`src/rtl/mem_block_copier_pkg.sv`:
```
// Shared definitions for the block copier and other users of the 512-word RAM.
package mem_block_copier_pkg;

    localparam int RAM_ADDR_WIDTH = 9;
    localparam int RAM_DATA_WIDTH = 16;
    localparam int RAM_DEPTH      = 1 << RAM_ADDR_WIDTH;

    typedef enum logic [1:0] {
        IDLE   = 2'b00,
        READ   = 2'b01,
        WRITE  = 2'b10,
        FINISH = 2'b11
    } copier_state_t;

endpackage

```
`src/rtl/mem_block_copier.sv`:
```
// Block copier: reads a word from src+i, writes it to dst+i, two cycles per word,
// ascending i (forward copy, so overlapping dst>src ranges propagate the first words).
//
//   state  | meaning
//   IDLE   | waiting for start; bus quiet
//   READ   | drive src+i, capture read data into the buffer
//   WRITE  | drive dst+i with the buffer and load=1, advance i
//   FINISH | one-cycle done pulse, then back to IDLE
module mem_block_copier
    import mem_block_copier_pkg::*;
#(
    parameter int ADDR_WIDTH = RAM_ADDR_WIDTH,
    parameter int DATA_WIDTH = RAM_DATA_WIDTH
) (
    input  logic                  clk,
    input  logic                  reset,
    input  logic                  start,
    input  logic [ADDR_WIDTH-1:0] src_addr,
    input  logic [ADDR_WIDTH-1:0] dst_addr,
    input  logic [ADDR_WIDTH:0]   length,
    output logic [ADDR_WIDTH-1:0] mem_address,
    output logic                  mem_load,
    output logic [DATA_WIDTH-1:0] mem_wdata,
    input  logic [DATA_WIDTH-1:0] mem_rdata,
    output logic                  busy,
    output logic                  done,
    output logic [ADDR_WIDTH:0]   words_done
);

    localparam logic [ADDR_WIDTH:0] COUNT_ONE = {{ADDR_WIDTH{1'b0}}, 1'b1};
    localparam logic [ADDR_WIDTH:0] COUNT_ZERO = '0;

    copier_state_t state, next_state;

    logic [ADDR_WIDTH-1:0] src_q;
    logic [ADDR_WIDTH-1:0] dst_q;
    logic [ADDR_WIDTH:0]   len_q;
    logic [DATA_WIDTH-1:0] buf_q;
    logic [ADDR_WIDTH:0]   count_q;
    logic [ADDR_WIDTH:0]   count_inc;
    logic [ADDR_WIDTH-1:0] offset;

    // words_done doubles as the word index i; the low bits give the modulo offset.
    assign count_inc  = count_q + COUNT_ONE;
    assign offset     = count_q[ADDR_WIDTH-1:0];
    assign words_done = count_q;

    // State register.
    always_ff @(posedge clk or posedge reset) begin
        if (reset) begin
            state <= IDLE;
        end else begin
            state <= next_state;
        end
    end

    // Next-state decode.
    always_comb begin
        next_state = state;
        case (state)
            IDLE: begin
                if (start) begin
                    next_state = (length == COUNT_ZERO) ? FINISH : READ;
                end
            end
            READ:    next_state = WRITE;
            WRITE:   next_state = (count_inc == len_q) ? FINISH : READ;
            FINISH:  next_state = IDLE;
            default: next_state = IDLE;
        endcase
    end

    // Transfer parameters, data buffer and word counter.
    always_ff @(posedge clk or posedge reset) begin
        if (reset) begin
            src_q   <= '0;
            dst_q   <= '0;
            len_q   <= '0;
            buf_q   <= '0;
            count_q <= '0;
        end else begin
            case (state)
                IDLE: begin
                    if (start) begin
                        src_q   <= src_addr;
                        dst_q   <= dst_addr;
                        len_q   <= length;
                        count_q <= '0;
                    end
                end
                READ:    buf_q   <= mem_rdata;
                WRITE:   count_q <= count_inc;
                default: ;
            endcase
        end
    end

    // Bus and status outputs decoded from state and counter only; no path from start.
    always_comb begin
        mem_address = '0;
        mem_load    = 1'b0;
        mem_wdata   = '0;
        busy        = 1'b0;
        done        = 1'b0;
        case (state)
            READ: begin
                mem_address = src_q + offset;
                busy        = 1'b1;
            end
            WRITE: begin
                mem_address = dst_q + offset;
                mem_load    = 1'b1;
                mem_wdata   = buf_q;
                busy        = 1'b1;
            end
            FINISH:  done = 1'b1;
            default: ;
        endcase
    end

endmodule

```
`config.mk`:
```
export PLATFORM = sky130hd
export DESIGN_NAME = mem_block_copier
export DESIGN_NICKNAME = d
export VERILOG_FILES = /design/src/rtl/mem_block_copier_pkg.sv /design/src/rtl/mem_block_copier.sv
export SDC_FILE = /design/constraint.sdc
export NUM_CORES = 1
export LEC_CHECK = 0
export CORE_MARGIN = 8
export CORE_UTILIZATION = 43
export CTS_BUF_LIST = sky130_fd_sc_hd__clkbuf_16
export CTS_CLUSTER_SIZE = 40
export DETAILED_ROUTE_END_ITERATION = 12
export PLACE_DENSITY_LB_ADDON = 0.1
export SYNTH_ARGS = -nofsm -noshare
export SYNTH_HDL_FRONTEND = slang
export SYNTH_SLANG_ARGS = --single-unit
```
`constraint.sdc`:
```
create_clock -name clk -period 10.2 [get_ports clk]
set_input_delay 1.53 -clock clk [delete_from_list [all_inputs] [get_ports clk]]
set_output_delay 1.53 -clock clk [all_outputs]
set_load 0.01 [all_outputs]
```
==> results of run 1 <==
cells by family after synthesis:
kind of cell	share of synthesized area [%]
muxes	18.95
AOI/OAI and AO/OA	10.55
buffers and inverters	3.544
xor gates and xnor gates	4.045
DFF	43.14
adders and majority gates	5.624
and+or+nand+nor	14.14
registers in the layout (all words and copies together), names as in the netlist:
signal,flops
buf_q,16
state,2
dst_q,9
src_q,9
words_done,10
len_q,10
worst paths after layout:
| check | endpoint | startpoint | slack [ps] |
|---|---|---|---|
| max | mem_address[6] | state[0] | 4970 |
| min | buf_q[10] | buf_q[10] | 480 |
| max reg2reg | dst_q[6] | state[0] | 8160 |
| min reg2reg | buf_q[10] | buf_q[10] | 480 |
| max in group asynchronous | words_done[9] | reset | 7970 |
| min in group asynchronous | dst_q[1] | reset | 1760 |
power by group:
group          switching [uW]  leakage (uW)  internal [uW]  total (uW)
Combinational            7.99       0.00116           17.8        25.8
Clock                    79.7     0.0000857            117         197
Sequential               1.25      0.000721            225         226
through the flow:
stage               hold slack (ps)  total power [uW]
floorplan                     449.7             236.4
global placement              459.3             256.6
detailed placement            466.9             257.1
CTS                           483.9             455.8
global route                  488.6             465.4
finish                        477.3             449.0
metal layers:
layer / vias to the layer above / track usage (%)
met5: - / 0
met4: 0 / 4.783
met3: 9 / 4.659
met2: 78 / 24.42
met1: 1188 / 19.66
li1: 1201 / -
placed cells by master, fill, tap and decap left out, types with 4 or more instances in the layout:
cell and count:
nand3_1 6, and3_1 4, dfrtp_1 56, mux2_2 26, a21o_1 6, nand2b_1 4
a21oi_1 7, ha_1 13, and2_1 24, clkbuf_16 5, nand2_1 17, mux2_1 26
nor3_1 4, o21ai_1 4, nand4_1 5, xnor2_1 8, inv_1 8, o21ai_0 7
o31ai_1 5, clkdlybuf4s50_1 84, xor2_1 7, o211ai_1 6
critical path, cell delays in order, from the launching register on:
cell             delay (ps)
dfrtp_1                 420
inv_1                    90
ha_1                    150
buf_4                   350
mux2_2                  380
ha_1                    210
fa_1                    410
a21o_1                  170
a21oi_1                 270
o211ai_1                160
xor2_1                  140
and2_1                  130
clkdlybuf4s50_1         530
cell type report:
class / count / share of cell area, %
inverters: 9 / 0.7810
repair buffers: 87 / 19.96
clock buffers: 5 / 2.893
clock inverters: 3 / 1.070
well taps: 99 / 2.864
multi-input cells: 213 / 40.03
flip-flops and latches: 56 / 32.40
==> metrics.md, run 1 <==
| Metric | Value |
|---|---|
| Outcome | `finished clean` |
| Finished Layout Cells | `around 470` |
| Final ANT Viol Nets | `0` |
| Clock-pin transition on the worst setup and hold timing paths | `70 ps` |
| Initial antenna violation count | `0` |
| CP arrival | `3700 ps` |
| Layout Utilization | `between 50% and 60%` |
| Fin area | `approximately 4300 sq um` |
| Placed cell areas | `4154 sq um` |
| Tmin final | `5228 ps` |
| RSZ-0062 raised after global routing | `no` |
| Count leader, synth | `dfrtp_1` |
| Worst Path Required | `8670 ps` |
| Setup TNS Final | `0 ps` |
| Synth Instances | `293` |
| Wl on met1 | `3541 um` |
| Yosys reg bits | `56` |
| TritonCTS clock tree | `built` |
| Synth top cells by count | `dfrtp_1 (56), mux2_1 (26), mux2_2 (26)` |
| Fillers | `652` |
| Die area | `approximately 11000 sq um` |
| Clock Path Buffers | `2` |
| Synth Area per Inst | `11.09 sq um` |
| Detail Placement HPWL | `just under 6000 um` |
| Setup ws final | `4972 ps` |
| Startpoint Class | `register` |
| Number of cells on the worst reg-to-reg path | `5` |
| Core Footprint | `7292 sq um` |
| Postcts setup bufs | `0` |
| CTS resizes | `0` |
| Global-route wire length before repair | `12840 um` |
| Layout cells sized above 1 | `a little under an eighth` |
| Max_cap viols | `0` |
| CTS H-Tree Depth | `2` |
| Vert. Die Dim | `102.9 um` |
| # IOs | `85` |
| Total CTS buffers | `5` |
| Post-synth EDFFs | `0` |
| Leading area contributor after synthesis | `dfrtp_1` |
| Iter 0 DRT Violations | `117` |
| PD cells | `103.8 nW/um^2` |
| Total GRT Usage | `15.41%` |
| Final hold vios | `0` |
| Main area contributors after synthesis | `dfrtp_1 (43%), mux2_1 (9.0%), mux2_2 (9.0%)` |
| Total grt overflow | `0` |
| Unique masters post-synth | `48` |
| Layout area overhead | `33.17%` |
| WL/cell | `16.39 um` |
| Main synth FF type | `dfrtp_1` |
| Endpoints failing setup | `0` |
| Slew Limit Fails | `0` |
| Via-per-instance ratio | `between 5 and 6` |
| Initial core utilization | `44.54%` |
| Final period util | `51.25%` |
| Routed WL | `7734 um` |
| Top-area cell type share of the netlist area | `43.14%` |
| P_leak | `0.001966 uW` |
| Metal2 WL | `3486 um` |
| Critical path endpoint category | `output port` |
| Row cnt | `31` |
| Synth warn | `0` |
| Crit Path Max Fanout | `39` |
| Worst skew pair latency | `~290 ps` |
| Via Count | `2476` |
| Fmax | `191.3 MHz` |
| Slew @ Worst Pin | `a little under 800 ps` |
| Gpl congestion | `0.8051` |
| Vias in the first global route | `between 2000 and 3000` |
| Multi-input logic area | `1732 sq um` |
| Post-Place Cells | `464` |
| Largest net degree at the start of global routing | `57` |
| Cell Area, Synth | `3248 sq um` |
| Rel. slew slack | `47.03%` |
| VDD IR max | `103.9 uV` |
| Syn_nets | `354` |
| FF+latch area | `approximately 1400 sq um` |
| Top Metal Used | `met4` |
| Die Span X | `102.9 um` |
| DRT Pass-1 Iters | `4` |
| Fin nets | `433` |
| HP Class | `register to register` |
| Seq/Total Area, Yosys | `43.14%` |
| Metal3 WL | `569 um` |
| Clock skew | `approximately 5.8 ps` |
| Antenna Cells | `0` |
| Port bufs | `84` |
| Cts hold-fix bufs | `0` |
| Crit path kind | `register to output port` |
| Remaining DRCs | `0` |
| Sink Count | `56` |
| Clock Tree Root | `clkbuf_16` |
| Pre-CTS setup slack | `5272 ps` |
| Hold path cells | `1` |
| Async SR Flop Fraction | `100.0%` |
(Power assumes the default switching activity.)
==> inputs of run 2 (changes only) <==
==> constraint.sdc (replaced) <==
create_clock -name clk -period 5.4 [get_ports clk]
set_input_delay 0.81 -clock clk [delete_from_list [all_inputs] [get_ports clk]]
set_output_delay 0.81 -clock clk [all_outputs]
set_load 0.01 [all_outputs]
==> run 2 against run 1 <==
Sequential share of layout area is essentially flat. Non-clock buffer count is the same. Register-to-register slack lost 4900 ps. Combinational power grew 88%. Die area is the same. Critical endpoint is now mem_address[8]. Via count grew 1.7%. Critical path type unchanged.
==> metrics.md, run 2 (synthesis gave the netlist of run 1 again) <==
| Metric | Value |
|---|---|
| Via Count | `2517 (+1.7%)` |
| Slew Limit Fails | `0 (unchanged)` |
| VDD IR max | `104.2 uV (+0.35%)` |
| # IOs | `85 (unchanged)` |
| Final ANT Viol Nets | `0 (unchanged)` |
| Postcts setup bufs | `0 (unchanged)` |
| Clock-pin transition on the worst setup and hold timing paths | `70 ps (about the same)` |
| Routed WL | `7721 um (-0.17%)` |
| Initial antenna violation count | `0 (unchanged)` |
| Max_cap viols | `0 (unchanged)` |
| Final hold vios | `0 (unchanged)` |
| Vias in the first global route | `2594 (-0.42%)` |
| Fmax | `about 230 MHz` |
| Final Power | `841.8 uW (+87%)` |
| Vert. Die Dim | `102.9 um (unchanged)` |
| Crit Path Max Fanout | `9 (-77%)` |
| CP peak stage delay | `470 ps (-60 ps)` |
| CTS resizes | `0 (unchanged)` |
| Row cnt | `31 (unchanged)` |
| P_leak | `0.001962 uW (-0.22%)` |
| Crit path launch | `state[0]` |
| Layout cells sized above 1 | `11.53% (-0.27 points)` |
| Initial core utilization | `44.54% (unchanged)` |
| Tmin final | `4393 ps` |
| Largest net degree at the start of global routing | `57 (unchanged)` |
| CTS H-Tree Depth | `2 (unchanged)` |
| RSZ-0062 raised after global routing | `no` |
| Total GRT Usage | `15.32% (-0.088 points)` |
| Port bufs | `84 (unchanged)` |
| DRT Pass-1 Iters | `4 (unchanged)` |
| Critical path endpoint | `mem_address[8]` |
| WL/cell | `16.36 um (-0.17%)` |
| PD cells | `194.8 nW/um^2 (+88%)` |
| Reg-to-Reg End | `state[1]` |
| Sink Count | `56 (unchanged)` |
| Most frequent cells in the layout | `clkdlybuf4s50_1 (84), dfrtp_1 (56), mux2_1 (26), mux2_2 (26), and2_1 (24)` |
| Outcome | `finished clean` |
| Endpoints failing setup | `0 (unchanged)` |
| Slew @ Worst Pin | `787.5 ps (-7.095 ps)` |
| Layout area overhead | `33.05% (about the same)` |
| Finished Layout Cells | `472 (unchanged)` |
| Global-route wire length before repair | `12830 um (about the same)` |
| Worst Path Required | `4590 ps (-4080 ps)` |
| Die area | `10590 sq um (unchanged)` |
| Register with the most flip-flops | `buf_q` |
| Via-per-instance ratio | `5.333 (+1.7%)` |
| Worst path slowest cell | `clkdlybuf4s50_1` |
| Crit path kind | `register to output port` |
| Worst reg2reg setup slack | `3260 ps (-4900 ps)` |
| Post-Place Cells | `464 (unchanged)` |
| Commonest non-fill, non-tap cell in the layout | `clkdlybuf4s50_1` |
| Max reg flops | `16 (unchanged)` |
| Detail Placement HPWL | `5966 um (+1.3%)` |
| Fin nets | `433 (unchanged)` |
| Total CTS buffers | `5 (unchanged)` |
| Startpoint Class | `register` |
| Gpl congestion | `0.8556 (+6.3%)` |
| Clock skew | `5.289 ps (-0.4778 ps)` |
| Clock Path Buffers | `2 (unchanged)` |
| CP Cell Sequence | `inv_1, ha_1, mux2_2, ha_1, fa_1, a21o_1, a21oi_1, o211ai_1, a21oi_1, and3b_1, clkdlybuf4s50_1` |
| Rel. slew slack | `47.50% (+0.47 points)` |
| Final period util | `81.35%` |
| Worst skew pair latency | `290 ps (about the same)` |
| Remaining DRCs | `0 (unchanged)` |
| Die Span X | `102.9 um (unchanged)` |
| Number of cells on the worst reg-to-reg path | `7 (+2)` |
| HP Class | `register to register` |
| Iter 0 DRT Violations | `104 (-11%)` |
| Antenna Cells | `0 (unchanged)` |
| Critical R2R Launch | `state[0]` |
| Total grt overflow | `0 (unchanged)` |
| Cts hold-fix bufs | `0 (unchanged)` |
| Critical path endpoint category | `output port` |
| Setup TNS Final | `0 ps (unchanged)` |
| CP arrival | `3580 ps (-120 ps)` |
| Layout Utilization | `59.27% (about the same)` |
| TritonCTS clock tree | `built` |
| Clock Tree Root | `clkbuf_16` |
| Core Footprint | `7292 sq um (unchanged)` |
==> run 2: cell count changes in the layout (fill, tap and decap cells not counted), sizes merged <==
cell and delta:
clkinv +1, inv -1
==> run 2: cell type report <==
cell class                      count  area, sq um
Clock inverter                      3        42.54
Sequential cell                    56         1401
Fill cell                         658         2970
Timing Repair Buffer               87        863.3
Tap cell                           99        123.9
Inverter                            9        33.78
Clock buffer                        5        125.1
Multi-Input combinational cell    213         1732
==> run 2: stage by stage <==
stage / hold WS [ps] / setup WS [ps] / area (sq um)
final: 484.6 / 1007 / 4322
after global routing: 493.8 / 768.7 / 4322
after CTS: 487.8 / 1005 / 4322
after detailed placement: 472.2 / 1332 / 4154
after global placement: 459.3 / 1360 / 4154
after floorplan: 449.7 / 1677 / 3248
==> run 2: report_power, final <==
part	leakage, uW	internal, uW	switching [uW]
combinational	0.00116	33.6	14.7
clock	0.0000814	218	147
sequential	0.000721	425	2.55
==> run 2: worst max-delay path, delay by kind of cell, from the launching register on <==
kind | cells | cell delay (ps)
multiplexers | 1 | 390
adder cells (fa/ha/maj) | 3 | 990
buffers and inverters | 2 | 560
AO/OA/AOI/OAI | 4 | 760
AND/OR/NAND/NOR | 1 | 180
flip-flops | 1 | 410
==> run 2: per-layer routing <==
metal,global-route usage [%],vias up,routed length [um]
li1,-,1205,-
met1,19.08,1240,3426
met2,25.26,68,3680
met3,4.591,4,575
met4,3.893,0,38
met5,0,-,0
==> run 2: how the worst min path moves through the flow <==
| stage | start | end | slack, ps | cells past startpoint |
|---|---|---|---|---|
| global placement | buf_q[12] | buf_q[12] | 460 | 1 |
| floorplan | buf_q[10] | buf_q[10] | 450 | 1 |
| global route | buf_q[15] | buf_q[15] | 490 | 1 |
| detailed placement | buf_q[15] | buf_q[15] | 470 | 1 |
| finish | buf_q[15] | buf_q[15] | 480 | 1 |
| CTS | buf_q[15] | buf_q[15] | 490 | 1 |
==> inputs of run 3 (changes only) <==
==> constraint.sdc (replaced) <==
create_clock -name clk -period 3.7 [get_ports clk]
set_input_delay 0.555 -clock clk [delete_from_list [all_inputs] [get_ports clk]]
set_output_delay 0.555 -clock clk [all_outputs]
set_load 0.01 [all_outputs]
==> run 3 against run 2 <==
Worst setup slack worse by 850 ps. Critical path depth is the same. Count of clock-buffer cells in the layout stayed put. Wire length rose by 2.3%. Global-route usage is 0.41 points higher. Final area rose by 1.4%. First-iteration DRC count increased by 8.7%. Clock skew down 0.86 ps. Clock power up 31%. Sequential share of layout area decreased by 0.46 points. Sequential cell count did not move. Utilization grew 0.86 points.
==> metrics.md, run 3 (synthesis gave the netlist of run 1 again) <==
| Metric | Value |
|---|---|
| Layout area overhead | `34.98%` |
| Final ANT Viol Nets | `0 (unchanged)` |
| CTS H-Tree Depth | `2 (unchanged)` |
| Antenna Cells | `0 (unchanged)` |
| Die Span X | `102.9 um (unchanged)` |
| Int Pwr | `922.7 uW (+36%)` |
| Final Power | `1174 uW (+39%)` |
| Max_cap viols | `0 (unchanged)` |
| Final hold vios | `0 (unchanged)` |
| Clock power share | `40.8% (-2.6 points)` |
| Port bufs | `84 (unchanged)` |
| Fin nets | `441 (+1.8%)` |
| RSZ-0062 raised after global routing | `no` |
| Setup TNS Final | `0 ps (unchanged)` |
| PD cells | `267.8 nW/um^2 (+37%)` |
| Vias in the first global route | `2529 (-2.5%)` |
| Startpoint Class | `register` |
| Layout cells sized above 1 | `15.22% (+3.7 points)` |
| Initial core utilization | `44.54% (unchanged)` |
| Iter 0 DRT Violations | `113 (+8.7%)` |
| Initial antenna violation count | `0 (unchanged)` |
| Remaining DRCs | `0 (unchanged)` |
| Total CTS buffers | `5 (unchanged)` |
| Clock Tree Root | `clkbuf_16` |
| WL/cell | `16.46 um (+0.63%)` |
| CP arrival | `2990 ps (-590 ps)` |
| Slew @ Worst Pin | `780.5 ps (-7.058 ps)` |
| Via-per-instance ratio | `5.221 (-2.1%)` |
| Die area | `10590 sq um (unchanged)` |
| Worst reg2reg setup slack | `1690 ps (-1570 ps)` |
| Core Footprint | `7292 sq um (unchanged)` |
| Total grt overflow | `0 (unchanged)` |
| Commonest non-fill, non-tap cell in the layout | `clkdlybuf4s50_1` |
| HP Class | `register to register` |
| Max reg flops | `16 (unchanged)` |
| TritonCTS clock tree | `built` |
| Sink Count | `56 (unchanged)` |
| Switching share of power | `21.41% (+1.8 points)` |
| Final period util | `approximately 96%` |
| Detail Placement HPWL | `6176 um (+3.5%)` |
| Flop pwr share | `53.1% (+2.3 points)` |
| Slew Limit Fails | `0 (unchanged)` |
| P_leak | `0.001985 uW (+1.1%)` |
| # IOs | `85 (unchanged)` |
| Total GRT Usage | `15.74% (+0.41 points)` |
| Fmax | `282.2 MHz` |
| Most frequent cells in the layout | `clkdlybuf4s50_1 (80), dfrtp_1 (56), mux2_1 (26), mux2_2 (26), and2_1 (24)` |
| Worst Path Required | `3140 ps (-1450 ps)` |
| DRT Pass-1 Iters | `4 (unchanged)` |
| Crit path kind | `register to output port` |
| Rel. slew slack | `47.97% (+0.47 points)` |
| Via Count | `2506 (-0.44%)` |
| Vert. Die Dim | `102.9 um (unchanged)` |
| Clock Path Buffers | `2 (unchanged)` |
| Register with the most flip-flops | `buf_q` |
| Largest net degree at the start of global routing | `32 (-44%)` |
| Tmin final | `roughly 3500 ps` |
| Worst skew pair latency | `290 ps (about the same)` |
| Routed WL | `7901 um (+2.3%)` |
| Multi-input logic area | `1757 sq um (+1.4%)` |
| Row cnt | `31 (unchanged)` |
| FF+latch area | `1401 sq um (unchanged)` |
| Gpl congestion | `0.8385 (-2.0%)` |
| Psw | `251.4 uW (+53%)` |
| Outcome | `finished clean` |
| Fillers | `654 (-0.61%)` |
| Cts hold-fix bufs | `0 (unchanged)` |
| Clock-pin transition on the worst setup and hold timing paths | `70 ps (about the same)` |
| Endpoints failing setup | `0 (unchanged)` |
| VDD IR max | `165.3 uV (+59%)` |
| Crit Path Max Fanout | `7 (-2)` |
| Clock skew | `4.433 ps (-0.8558 ps)` |
| Critical path endpoint category | `output port` |
| Global-route wire length before repair | `12900 um (+0.54%)` |
| Combinational power share | `6.1% (+0.4 points)` |
-- run 3: changes by cell type in the layout (fill, tap and decap cells not counted), sizes merged --
cell	delta
dlygate4sd2	+4
bufinv	-1
clkinv	-1
buf	+8
inv	+1
clkdlybuf4s50	-4
clkinvlp	+1
-- run 3: cell type report --
cell class	instances	share of cell area, %
Clock inverter	3	0.4852
Sequential cell	56	31.96
Clock buffer	5	2.854
Inverter	9	0.7705
Tap cell	99	2.825
Timing Repair Buffer	95	21.03
Multi-Input combinational cell	213	40.07
-- run 3: routing by layer --
layer	track usage (%)	wire length [um]	share of wire, %	vias up
met4	6.452	158	2.0	0
met1	19.75	3513	44	1206
met3	4.727	540	6.8	13
met2	24.67	3689	47	65
li1	-	-	-	1222
met5	0	0	0	-
-- run 3: worst max-delay path: stages (launching register included) --
cell,delay [ps]
dfrtp_1,410
inv_2,90
ha_4,150
buf_6,120
mux2_2,360
ha_1,290
a21o_1,170
a21oi_2,170
o211ai_1,130
xor2_1,130
and2_1,140
clkdlybuf4s50_1,530
-- run 3: per-stage QoR --
step           instances  hold slack (ps)  utilization [%]  cell area (sq um)  setup WS (ps)
2_1_floorplan        293            449.7                -               3248          232.4
3_3_place_gp         467            460.3            57.28               4177          123.8
3_5_place_dp         467            468.3            57.28               4177          93.24
4_1_cts              476            485.6            59.51               4339          41.08
5_1_grt              480            500.8            60.12               4384          19.40
6_report             480            479.5            60.12               4384          156.4
-- run 3: worst paths after layout --
kind	endpoint	start	depth (start not counted)
worst min-delay path	buf_q[10]	buf_q[10]	1
worst max register to register	src_q[6]	state[1]	5
min in group asynchronous	src_q[2]	reset	2
worst min register to register	buf_q[10]	buf_q[10]	1
max in group asynchronous	words_done[9]	reset	3
worst max-delay path	mem_address[5]	state[0]	11
-- run 3: power by group through the flow --
stage          sequential, uW  clock (uW)  combinational [uW]
2_1_floorplan             635           0                16.9
3_3_place_gp              636           0                72.0
3_5_place_dp              636           0                72.9
4_1_cts                   624         497                73.2
5_1_grt                   625         511                78.8
6_report                  624         479                71.4
-- run 3: timing repair --
action	CTS	global route
endpoints found under the setup margin	5	5
gates resized for setup	8	4
gates cloned	0	0
pin swaps	1	5
buffers inserted	1	4
==> edit, RTL diff (flow settings as in run 3) <==
Encoding of `copier_state_t`: now Gray code (2 bits for 4 states).
--- a/src/rtl/mem_block_copier_pkg.sv
+++ b/src/rtl/mem_block_copier_pkg.sv
@@ -8,8 +8,8 @@
     typedef enum logic [1:0] {
         IDLE   = 2'b00,
         READ   = 2'b01,
-        WRITE  = 2'b10,
-        FINISH = 2'b11
+        WRITE  = 2'b11,
+        FINISH = 2'b10
     } copier_state_t;
 
 endpackage
Formal check against the unedited RTL: no difference found for any inputs over 10 cycles, from zero or initial values and one cycle with reset high; not proved beyond that.
==> edit against run 3 <==
Final cell count is 1.3% higher. Sequential cell count stayed put. Global-route usage is 0.11 points higher. Worst setup slack better by 0.078 ns. Wire length is 0.71% lower. Core utilization is 0.30 points lower. Design area is 2.1% lower. Synthesized area is 3.2% lower. Critical path type unchanged. Highest routed layer unchanged.
Power is left out: it rests on default switching activity, and per cell area and clock period it moved more than threefold.
==> edit: results (changes against run 3) <==
global_route:
  grt_pass1_wl_um: 13000  # +0.48%
  grt_usage: 0.158  # +0.00110
  met1_usage: 0.182  # -0.0154
  grt_max_degree: 43  # +34%
  met3_usage: 0.0667  # +0.0194
  grt_pass1_vias: 2676  # +5.8%
  grt_util_met2: 0.266  # +0.0190
setup_path:
  r2r_slack_ns: 1.53  # -0.16 ns
  r2r_end: "src_q[4]"
  crit_fanout: 5  # -2
  worst_ep_arrival_time_ns: 2.91  # -0.08 ns
timing:
  clock_skew_ns: 0.00585  # +0.00142 ns
  slew_headroom: 0.571  # +0.0914
  fin_hold_ws_ns: 0.495  # +0.0160 ns
  period_minus_slack_ns: 3.47  # -0.0777 ns
detailed_routing:
  wirelength_um: 7850  # -0.71%
  vias: 2548  # +1.7%
  dr_wl_met2_um: 3880  # +5.2%
  vias_per_cell: 5.24  # +0.42%
  routed-wl-met3_um: 706  # +31%
  drt_iter0_drc: 46  # -59%
cts:
  cts_resized: 0  # -8
  post_cts_buffers: 0  # -1
placement:
  dp_cells: 479  # +2.6%
  hpwl_um: 5810  # -5.9%
  finalWeightedCongestion: 0.802  # -4.4%
  dpl_cell_area_um2: 4100  # -1.9%
  place_ws_ns: 0.380  # +0.286 ns
finish:
  multi_input_area_um2: 1660  # -5.7%
  nNonClkBuffers: 92  # -3.2%
  layout.nonclk_buf_frac: 0.210  # about the same
  multi_input_area_share: 0.386  # -0.0148
  drive_gt1_frac: 0.158  # +0.00539
  clock_area_frac: 0.0431  # +0.00975
  top_register: "buf_q"
  fillCellCount: 621  # -5.0%
  fin_nets: 444  # +0.68%
  n_all_inverters: 6  # -3
  comb.multi_input.count: 226  # +6.1%
min_path:
  hold_depth: 1  # unchanged
  hp-start: "dst_q[8]"
  hold_path_end: "dst_q[8]"
logic_synthesis:
  ys_seq_area_frac: 0.446  # +0.0144
  postSynthAreaPerCell_um2: 10.3  # -7.0%
  synthTopCellsByCount: "56 x dfrtp_1, 41 x nand2_1, 36 x mux2_2"
  ys_types: 42  # -13%
  synth_fp_nets: 362  # +2.3%
  yosys-top-cells-area: "dfrtp_1 45%, mux2_2 13%, nand2_1 4.9%, xnor2_1 4.2%, ha_1 3.6%"
run_status:
  outcome: "completed"
[edit: kinds of logic after synthesis]
| kind of cell | count (synthesis) | synth area share |
|---|---|---|
| AND/OR/NAND/NOR | 109 | 0.173 |
| flip-flops | 56 | 0.446 |
| multiplexers | 44 | 0.157 |
| AO/OA/AOI/OAI | 42 | 0.0884 |
| buffers and inverters | 23 | 0.0299 |
| XOR/XNOR | 21 | 0.0633 |
| adder cells (fa/ha/maj) | 10 | 0.0422 |
[edit: worst max-delay path: cells and delay by family (launching register included)]
kind                       cells  cell delay (ns)
and+or+nand+nor                4             0.35
AOI/OAI and AO/OA              3             0.52
xor gates and xnor gates       1             0.13
adders and majority gates      2             0.62
buffers and inverters          2             0.59
DFF                            1             0.39
[edit: worst max path at each step]
stage | from | end | cells after the start
after floorplan | state[1] | mem_address[8] | 13
after global placement | state[1] | mem_address[8] | 12
after detailed placement | state[1] | mem_address[8] | 12
after CTS | state[1] | mem_address[8] | 12
after global routing | state[1] | mem_address[6] | 12
final | state[1] | mem_address[6] | 12
